$ cat src/rtl/mem_stage.sv
// Memory-access pipeline stage: issues loads/stores on a single-outstanding
// req/ack bus, stalls upstream while pending, and feeds the writeback register.
module mem_stage #(
    parameter int unsigned TIMEOUT = 255
) (
    input  logic        clk,
    input  logic        rst,
    input  logic [31:0] i_alu_res,
    input  logic [31:0] i_rs2,
    input  logic        i_mem_w_en,
    input  logic [2:0]  i_func3,
    input  logic [31:0] i_pc4,
    input  logic [4:0]  i_w_idx,
    input  logic [1:0]  i_wb_sel,
    input  logic        i_wb_en,
    input  logic        i_bus_ack,
    input  logic [31:0] i_bus_rdata,
    output logic        o_bus_req,
    output logic        o_bus_we,
    output logic [31:0] o_bus_addr,
    output logic [31:0] o_bus_wdata,
    output logic [3:0]  o_bus_be,
    output logic        o_stall,
    output logic [31:0] o_mem_fw_data,
    output logic [31:0] o_alu_res,
    output logic [31:0] o_rd_data,
    output logic [31:0] o_pc4,
    output logic [4:0]  o_w_idx,
    output logic [1:0]  o_wb_sel,
    output logic        o_wb_en,
    output logic        o_misalign,
    output logic        o_bus_err
);
    localparam int CW = (TIMEOUT > 2) ? $clog2(TIMEOUT) : 1;
    localparam logic [CW-1:0] CNT_LAST = CW'(TIMEOUT - 1);

    typedef enum logic {IDLE, WAIT} state_t;

    state_t        state_q, state_d;
    logic [CW-1:0] cnt_q, cnt_d;
    logic [2:0]    func3_q, func3_d;
    logic [1:0]    off_q, off_d;
    logic          req_q, req_d, we_q, we_d;
    logic [31:0]   addr_q, addr_d, wdata_q, wdata_d;
    logic [3:0]    be_q, be_d;
    logic [31:0]   alu_res_q, alu_res_d, rd_data_q, rd_data_d, pc4_q, pc4_d;
    logic [4:0]    w_idx_q, w_idx_d;
    logic [1:0]    wb_sel_q, wb_sel_d;
    logic          wb_en_q, wb_en_d, misalign_q, misalign_d, bus_err_q, bus_err_d;

    logic        is_store, is_load, is_acc, f3_legal, mis, bad, go;
    logic        ack, timeout_hit;
    logic [31:0] lane_w, rd_ext;

    assign is_store = i_mem_w_en;
    assign is_load  = i_wb_en && (i_wb_sel == 2'b01) && !i_mem_w_en;
    assign is_acc   = is_store || is_load;

    always_comb begin
        case (i_func3)
            3'b000, 3'b001, 3'b010: f3_legal = 1'b1;
            3'b100, 3'b101:         f3_legal = !is_store;
            default:                f3_legal = 1'b0;
        endcase
    end

    assign mis = ((i_func3[1:0] == 2'b01) && i_alu_res[0]) ||
                 ((i_func3[1:0] == 2'b10) && (i_alu_res[1:0] != 2'b00));
    assign bad = is_acc && (!f3_legal || mis);
    assign go  = is_acc && !bad;

    assign ack         = (state_q == WAIT) && i_bus_ack;
    // An ack in the final allowed cycle beats the timeout.
    assign timeout_hit = (TIMEOUT != 0) && (state_q == WAIT) && !i_bus_ack && (cnt_q == CNT_LAST);

    assign o_stall       = (state_q == IDLE) ? go : !(i_bus_ack || timeout_hit);
    assign o_mem_fw_data = i_alu_res;

    assign lane_w = i_bus_rdata >> {off_q, 3'b000};
    always_comb begin
        case (func3_q[1:0])
            2'b00:   rd_ext = {{24{lane_w[7]  && !func3_q[2]}}, lane_w[7:0]};
            2'b01:   rd_ext = {{16{lane_w[15] && !func3_q[2]}}, lane_w[15:0]};
            default: rd_ext = i_bus_rdata;
        endcase
    end

    always_comb begin
        state_d    = state_q;
        cnt_d      = cnt_q;
        func3_d    = func3_q;
        off_d      = off_q;
        req_d      = req_q;
        we_d       = we_q;
        addr_d     = addr_q;
        wdata_d    = wdata_q;
        be_d       = be_q;
        alu_res_d  = alu_res_q;
        rd_data_d  = rd_data_q;
        pc4_d      = pc4_q;
        w_idx_d    = w_idx_q;
        wb_sel_d   = wb_sel_q;
        wb_en_d    = 1'b0;
        misalign_d = 1'b0;
        bus_err_d  = 1'b0;

        if (state_q == IDLE) begin
            if (go) begin
                state_d = WAIT;
                cnt_d   = '0;
                func3_d = i_func3;
                off_d   = i_alu_res[1:0];
                req_d   = 1'b1;
                we_d    = is_store;
                addr_d  = {i_alu_res[31:2], 2'b00};
                case (i_func3[1:0])
                    2'b00:   wdata_d = {4{i_rs2[7:0]}};
                    2'b01:   wdata_d = {2{i_rs2[15:0]}};
                    default: wdata_d = i_rs2;
                endcase
                if (!is_store)                 be_d = 4'b1111;
                else if (i_func3[1:0] == 2'b00) be_d = 4'b0001 << i_alu_res[1:0];
                else if (i_func3[1:0] == 2'b01) be_d = 4'b0011 << i_alu_res[1:0];
                else                            be_d = 4'b1111;
            end else begin
                alu_res_d  = i_alu_res;
                pc4_d      = i_pc4;
                w_idx_d    = i_w_idx;
                wb_sel_d   = i_wb_sel;
                wb_en_d    = i_wb_en && !bad;
                misalign_d = bad;
            end
        end else if (ack || timeout_hit) begin
            state_d   = IDLE;
            req_d     = 1'b0;
            alu_res_d = i_alu_res;
            pc4_d     = i_pc4;
            w_idx_d   = i_w_idx;
            wb_sel_d  = i_wb_sel;
            wb_en_d   = ack && i_wb_en;
            bus_err_d = timeout_hit;
            if (ack && !we_q) rd_data_d = rd_ext;
        end else begin
            cnt_d = cnt_q + 1'b1;
        end
    end

    always_ff @(posedge clk) begin
        if (rst) begin
            state_q    <= IDLE;
            cnt_q      <= '0;
            func3_q    <= '0;
            off_q      <= '0;
            req_q      <= 1'b0;
            we_q       <= 1'b0;
            addr_q     <= '0;
            wdata_q    <= '0;
            be_q       <= '0;
            alu_res_q  <= '0;
            rd_data_q  <= '0;
            pc4_q      <= '0;
            w_idx_q    <= '0;
            wb_sel_q   <= '0;
            wb_en_q    <= 1'b0;
            misalign_q <= 1'b0;
            bus_err_q  <= 1'b0;
        end else begin
            state_q    <= state_d;
            cnt_q      <= cnt_d;
            func3_q    <= func3_d;
            off_q      <= off_d;
            req_q      <= req_d;
            we_q       <= we_d;
            addr_q     <= addr_d;
            wdata_q    <= wdata_d;
            be_q       <= be_d;
            alu_res_q  <= alu_res_d;
            rd_data_q  <= rd_data_d;
            pc4_q      <= pc4_d;
            w_idx_q    <= w_idx_d;
            wb_sel_q   <= wb_sel_d;
            wb_en_q    <= wb_en_d;
            misalign_q <= misalign_d;
            bus_err_q  <= bus_err_d;
        end
    end

    assign o_bus_req   = req_q;
    assign o_bus_we    = we_q;
    assign o_bus_addr  = addr_q;
    assign o_bus_wdata = wdata_q;
    assign o_bus_be    = be_q;
    assign o_alu_res   = alu_res_q;
    assign o_rd_data   = rd_data_q;
    assign o_pc4       = pc4_q;
    assign o_w_idx     = w_idx_q;
    assign o_wb_sel    = wb_sel_q;
    assign o_wb_en     = wb_en_q;
    assign o_misalign  = misalign_q;
    assign o_bus_err   = bus_err_q;
endmodule
$ cat config.mk
export PLATFORM = sky130hd
export DESIGN_NAME = mem_stage
export DESIGN_NICKNAME = d
export VERILOG_FILES = /design/src/rtl/mem_stage.sv
export SDC_FILE = /design/constraint.sdc
export NUM_CORES = 1
export LEC_CHECK = 0
export ABC_CLOCK_PERIOD_IN_PS = 1700
export BUFFER_PORTS_ARGS = -buffer_cell sky130_fd_sc_hd__buf_2
export CORE_UTILIZATION = 44
export CTS_CLUSTER_SIZE = 28
export DETAILED_ROUTE_END_ITERATION = 6
export PLACE_DENSITY = 0.83
export SLEW_MARGIN = 25
export SYNTH_ARGS = -nofsm -noshare
export SYNTH_HDL_FRONTEND = slang
export SYNTH_SLANG_ARGS = --single-unit
$ cat constraint.sdc
create_clock -name clk -period 1.7 [get_ports clk]
set_input_delay 0.255 -clock clk [delete_from_list [all_inputs] [get_ports clk]]
set_output_delay 0.255 -clock clk [all_outputs]
set_load 0.02 [all_outputs]
# ---- After elaboration in Yosys (flattened, before gate mapping)
# Cells that the tools add are included.
dict set report totals {
  inputBits 143
  output_inout_bits 209
  reg_bits 188
  word_cells 106
}
dict set report classes {
  n_mux 31
  addsub 1
  bitwise 2
  n_reduce_logical 40
  eq_ne 12
  shifts 3
}
# operator n
set op_table {}
lappend op_table {{32-bit two-way mux} 6}
lappend op_table {{32-bit one-hot mux with 2 select lines} 2}
lappend op_table {{32-bit by 5-bit >> shifter with 16-bit output} 1}
lappend op_table {{8-bit two-way mux} 3}
lappend op_table {{5-bit two-way mux} 3}
lappend op_table {{1-bit logical AND} 14}
lappend op_table {{4-bit two-way mux} 3}
lappend op_table {{1-bit two-way mux} 10}
lappend op_table {{3-bit OR reduction} 3}
lappend op_table {{8-bit by 1-bit adder with 8-bit output, second input constant} 1}
lappend op_table {{8-bit equality test, second input constant} 1}
lappend op_table {{2-bit AND reduction} 4}
lappend op_table {{1-bit zero test} 7}
lappend op_table {{2-bit by 1-bit equality test with 1-bit output, second input constant} 3}
lappend op_table {{3-bit equality test, second input constant} 2}
lappend op_table {{2-bit two-way mux} 3}
lappend op_table {{1-bit logical OR} 5}
lappend op_table {{2-bit zero test} 2}
lappend op_table {{2-bit != test, second input constant} 2}
lappend op_table {{2-bit nonzero test} 2}
lappend op_table {{1-bit by 2-bit left shift with 4-bit output, first input constant} 1}
lappend op_table {{2-bit by 2-bit left shift with 4-bit output, first input constant} 1}
lappend op_table {{3-bit by 1-bit equality test with 1-bit output, second input constant} 1}
lappend op_table {{3-bit by 2-bit equality test with 1-bit output, second input constant} 1}
lappend op_table {{other kinds (7)} 8}

# ---- Logic depth before layout (Yosys ltp)
dict set report depth {
  ltp_word 10
  depth_mapped 8
  mapped_depth_nobuf 6
}

# ---- Worst setup path after synthesis
# Ideal clock, no wire load.
dict set report synth_path {
  kind {register to output}
  start {register cnt_q[0]}
  end {output o_stall}
  t_arrival_ns 1.650
  t_required_ns 1.445
  path_buffers 2
  path_stages_with_launch 9
  setup_slack_ns -0.205
  cell_sequence {dfxtp_1 > inv_1 > ha_1 > nand3_1 > o21ai_1 > a21boi_1 > buf_2 > buf_4 > inv_1}
}
dict set report synth_via {
  elab_chain_cells 5
}
# item line
set synth_rtl {}
lappend synth_rtl {{start: declaration} 40} ;# logic [CW-1:0] cnt_q, cnt_d;
lappend synth_rtl {{start signal: assignment} 169} ;# cnt_q <= cnt_d;
lappend synth_rtl {{8-bit equality test} 74} ;# assign timeout_hit = (TIMEOUT != 0) && (state_q == WAIT) && !i_bus_ack && (cnt_q == CNT_LAST);
lappend synth_rtl {{1-bit logical AND} 74}
lappend synth_rtl {{1-bit logical OR} 76} ;# assign o_stall = (state_q == IDLE) ? go : !(i_bus_ack || timeout_hit);
lappend synth_rtl {{1-bit zero test} 76}
lappend synth_rtl {{1-bit two-way mux} 76}
lappend synth_rtl {{end: declaration} 23} ;# output logic o_stall,
# Every way passes these cells.

# ---- Final worst setup path
dict set report layout_path {
  start {register cnt_q[6]}
  end {output o_stall}
}
# The elaborated chain is that of the path after synthesis.

==> results.json <==
{
  "outcome": "finished, violations left",
  "violations": "setup timing",
  "maxCapViolations": 0,
  "grt_pass1_vias": 8008,
  "synth_area_sq_um": 8500,
  "hold_violations": 0,
  "clock.fmax_mhz": 508,
  "grt_overflow": 0,
  "synth_cell_types": 48,
  "clk_path_buf_depth": 2,
  "avgSynthCellArea_sq_um": 8.63,
  "cp_data_arrival_time_ps": 1720,
  "yosysWarningCount": 0,
  "ant_nets": 0,
  "total_power_mw": 10.8,
  "fin_area_sq_um": 11400,
  "synth-edff-count": 0,
  "r2r-end": "o_wb_sel[0]",
  "worst_ir_drop_vdd_mv": 0.698,
  "cp.required_ps": 1440,
  "synth-seq-cells": 188,
  "drt_pre_antenna_iters": 6,
  "fin_ws_ps": -270,
  "reg2reg_depth": 8,
  "cts_root_buf": "clkbuf_16",
  "stdcell_count": 1571,
  "crit_path_max_fanout": 4,
  "drv_slew": 0,
  "clock_sinks": 188,
  "dp_hpwl_um": 18100,
  "min_period_ps": 1970,
  "std_cell_rows": 50,
  "dieArea_sq_um": 19900,
  "grtUsageTotal_pct": 25.4,
  "place_congestion": 0.831,
  "hp-class": "input pin to register",
  "port_buffers": 349,
  "layout_worst_path_cycle_share_pct": 116,
  "drcViolationCount": 0,
  "power_density_nw_per_um2": 945,
  "ys_top_cells_by_area": "dfxtp_1 (44%), mux2i_1 (13%), nand2_1 (7.5%), a21oi_1 (5.7%), o21ai_0 (4.2%)",
  "r2r_slack_ps": -160,
  "holdPathStages": 3,
  "hold_end": "o_pc4[22]",
  "dieWidth_um": 141,
  "coreArea_sq_um": 18800,
  "dp.cells": 1528,
  "yosysTopAreaCell": "dfxtp_1",
  "antenna_found_initial": 0,
  "drt_iter0_markers": 471,
  "fillerInstances": 1600,
  "h-tree-depth": 4,
  "numCtsBuffers": 17,
  "layout.nets": 1447,
  "finClkSkew_ps": 12.3,
  "vias": 8467,
  "endpoint_kind": "output pin",
  "final_cell_mix": "buf_2 (347), dfxtp_1 (181), nand2_1 (170), mux2i_1 (108), a21oi_1 (96)",
  "critPathKind": "register to output pin",
  "ys_async_sr_fraction_pct": 0,
  "clkTransAtPathRegs_ps": 70,
  "grt_setup_unrepaired": "yes",
  "place_area_sq_um": 10500,
  "hold_buffers": 0,
  "mostFrequentLayoutCell": "buf_2",
  "wl_per_cell_um": 16.6,
  "viasPerCell": 5.39,
  "start_kind": "register",
  "cts_tree": "built",
  "ys_seq_area_share_pct": 44.3,
  "diodes": 0,
  "grt_pass1_wl_um": 40000,
  "r2r-start": "cnt_q[6]",
  "setup_viol": 72,
  "ios": 352,
  "die_h_um": 141,
  "ys.flop_type": "dfxtp_1",
  "synthCells": 985,
  "pre_cts_ws_ps": -138,
  "synth_top_cell_area_share_pct": 44.3,
  "drive_gt1_share_pct": 36.9,
  "start_util_pct": 45.1,
  "area.growth.synth_to_final_pct": 34.3,
  "insertion_delay_ps": 420,
  "grt_max_degree": 126,
  "power_leakage_nw": 5.47,
  "min-delay-start": "i_pc4[22]",
  "routed_wl_um": 26100
}
-- worst max-delay path, cell delays in order (launching register included) --
cell and delay, ps:
dfxtp_2 370, nand4_1 210, o21ai_4 230, a21boi_4 230, buf_12 130, inv_4 30
buf_6 110
-- flip-flops by register name, summed over array words and instances, names as in the netlist, 2 cells and up --
name / cells
o_alu_res: 32
o_bus_wdata: 32
o_pc4: 32
o_rd_data: 32
o_bus_addr: 30
cnt_q: 8
o_w_idx: 5
o_bus_be: 4
func3_q: 3
o_wb_sel: 2
off_q: 2
-- per-stage QoR --
| stage | TNS (ps) | hold slack, ps | util (%) |
|---|---|---|---|
| 2_1_floorplan | -478 | 397 | - |
| 3_3_place_gp | -2860 | 438 | 56.0 |
| 3_5_place_dp | -7940 | 444 | 56.0 |
| 4_1_cts | -9300 | 54.7 | 59.3 |
| 5_1_grt | -16920 | 60.0 | 60.6 |
| 6_report | -7840 | 74.3 | 60.6 |
-- cell type report --
cell class | instances | area [sq um] | area share (%)
Clock buffer | 20 | 447 | 3.91
Clock inverter | 12 | 113 | 0.987
Inverter | 8 | 35.0 | 0.307
Multi-Input combinational cell | 666 | 4160 | 36.4
Sequential cell | 188 | 3770 | 33.1
Tap cell | 260 | 325 | 2.85
Timing Repair Buffer | 417 | 2560 | 22.5
-- cells by family (layout without fill, tap and decap cells) --
kind of cell               count (synthesis)  count (layout)  share of synthesized area [%]
xor gates and xnor gates                   5               5                          0.515
adders and majority gates                  6               6                          0.883
DFF                                      188             188                           44.3
other                                      1               2                         0.0441
AOI/OAI and AO/OA                        255             255                           18.7
muxes                                    109             109                           13.0
and+or+nand+nor                          289             289                           14.5
buffers and inverters                    132             457                           8.11
-- per-layer routing --
| metal | GRT usage (%) | up-vias | share of wire (%) |
|---|---|---|---|
| li1 | - | 4048 | - |
| met4 | 8.41 | 0 | 1.8 |
| met3 | 4.52 | 36 | 6.3 |
| met2 | 45.2 | 389 | 50 |
| met1 | 30.7 | 3994 | 42 |
| met5 | 0 | - | 0 |
-- worst max path at each step --
stage,slack [ps],to,cells past startpoint,start
after global placement,-80,o_stall,9,i_alu_res[0]
final,-270,o_stall,6,cnt_q[6]
after detailed placement,-140,o_pc4[25],9,i_alu_res[0]
after CTS,-250,o_stall,8,cnt_q[0]
after floorplan,-40,o_rd_data[17],8,off_q[0]
after global routing,-380,o_stall,6,cnt_q[4]
-- synth_stat cells (2+ instances only) --
cell	count
dfxtp_1	188
nand2_1	170
mux2i_1	108
a21oi_1	96
o21ai_0	72
clkbuf_1	64
nand3_1	55
buf_4	40
nor2_1	35
a211oi_1	22
a311oi_1	14
a211oi_2	10
buf_2	10
a2bb2oi_1	8
a22oi_1	7
buf_1	7
inv_1	7
nor3_1	7
o221ai_1	7
o2bb2ai_1	7
ha_1	6
nand2b_1	4
xor2_1	4
and3_1	3
nor2b_1	3
a31o_2	2
a31oi_1	2
and3b_1	2
buf_6	2
nand4_1	2
nor4_1	2
o211ai_1	2
o21ai_1	2
-- power breakdown --
group	switching (mW)	internal [mW]	total, mW
Sequential	0.134	4.66	4.79
Combinational	1.31	0.841	2.15
Clock	1.77	2.08	3.85
Total	3.21	7.57	10.8
-- timing repair --
item | CTS | global route
setup endpoints to repair | 3 | 100
gates cloned | 0 | 3
pin swaps | 2 | 4
setup buffers | 3 | 5
gates resized for setup | 12 | 34
Note: power is estimated with default switching activity, not from simulation.
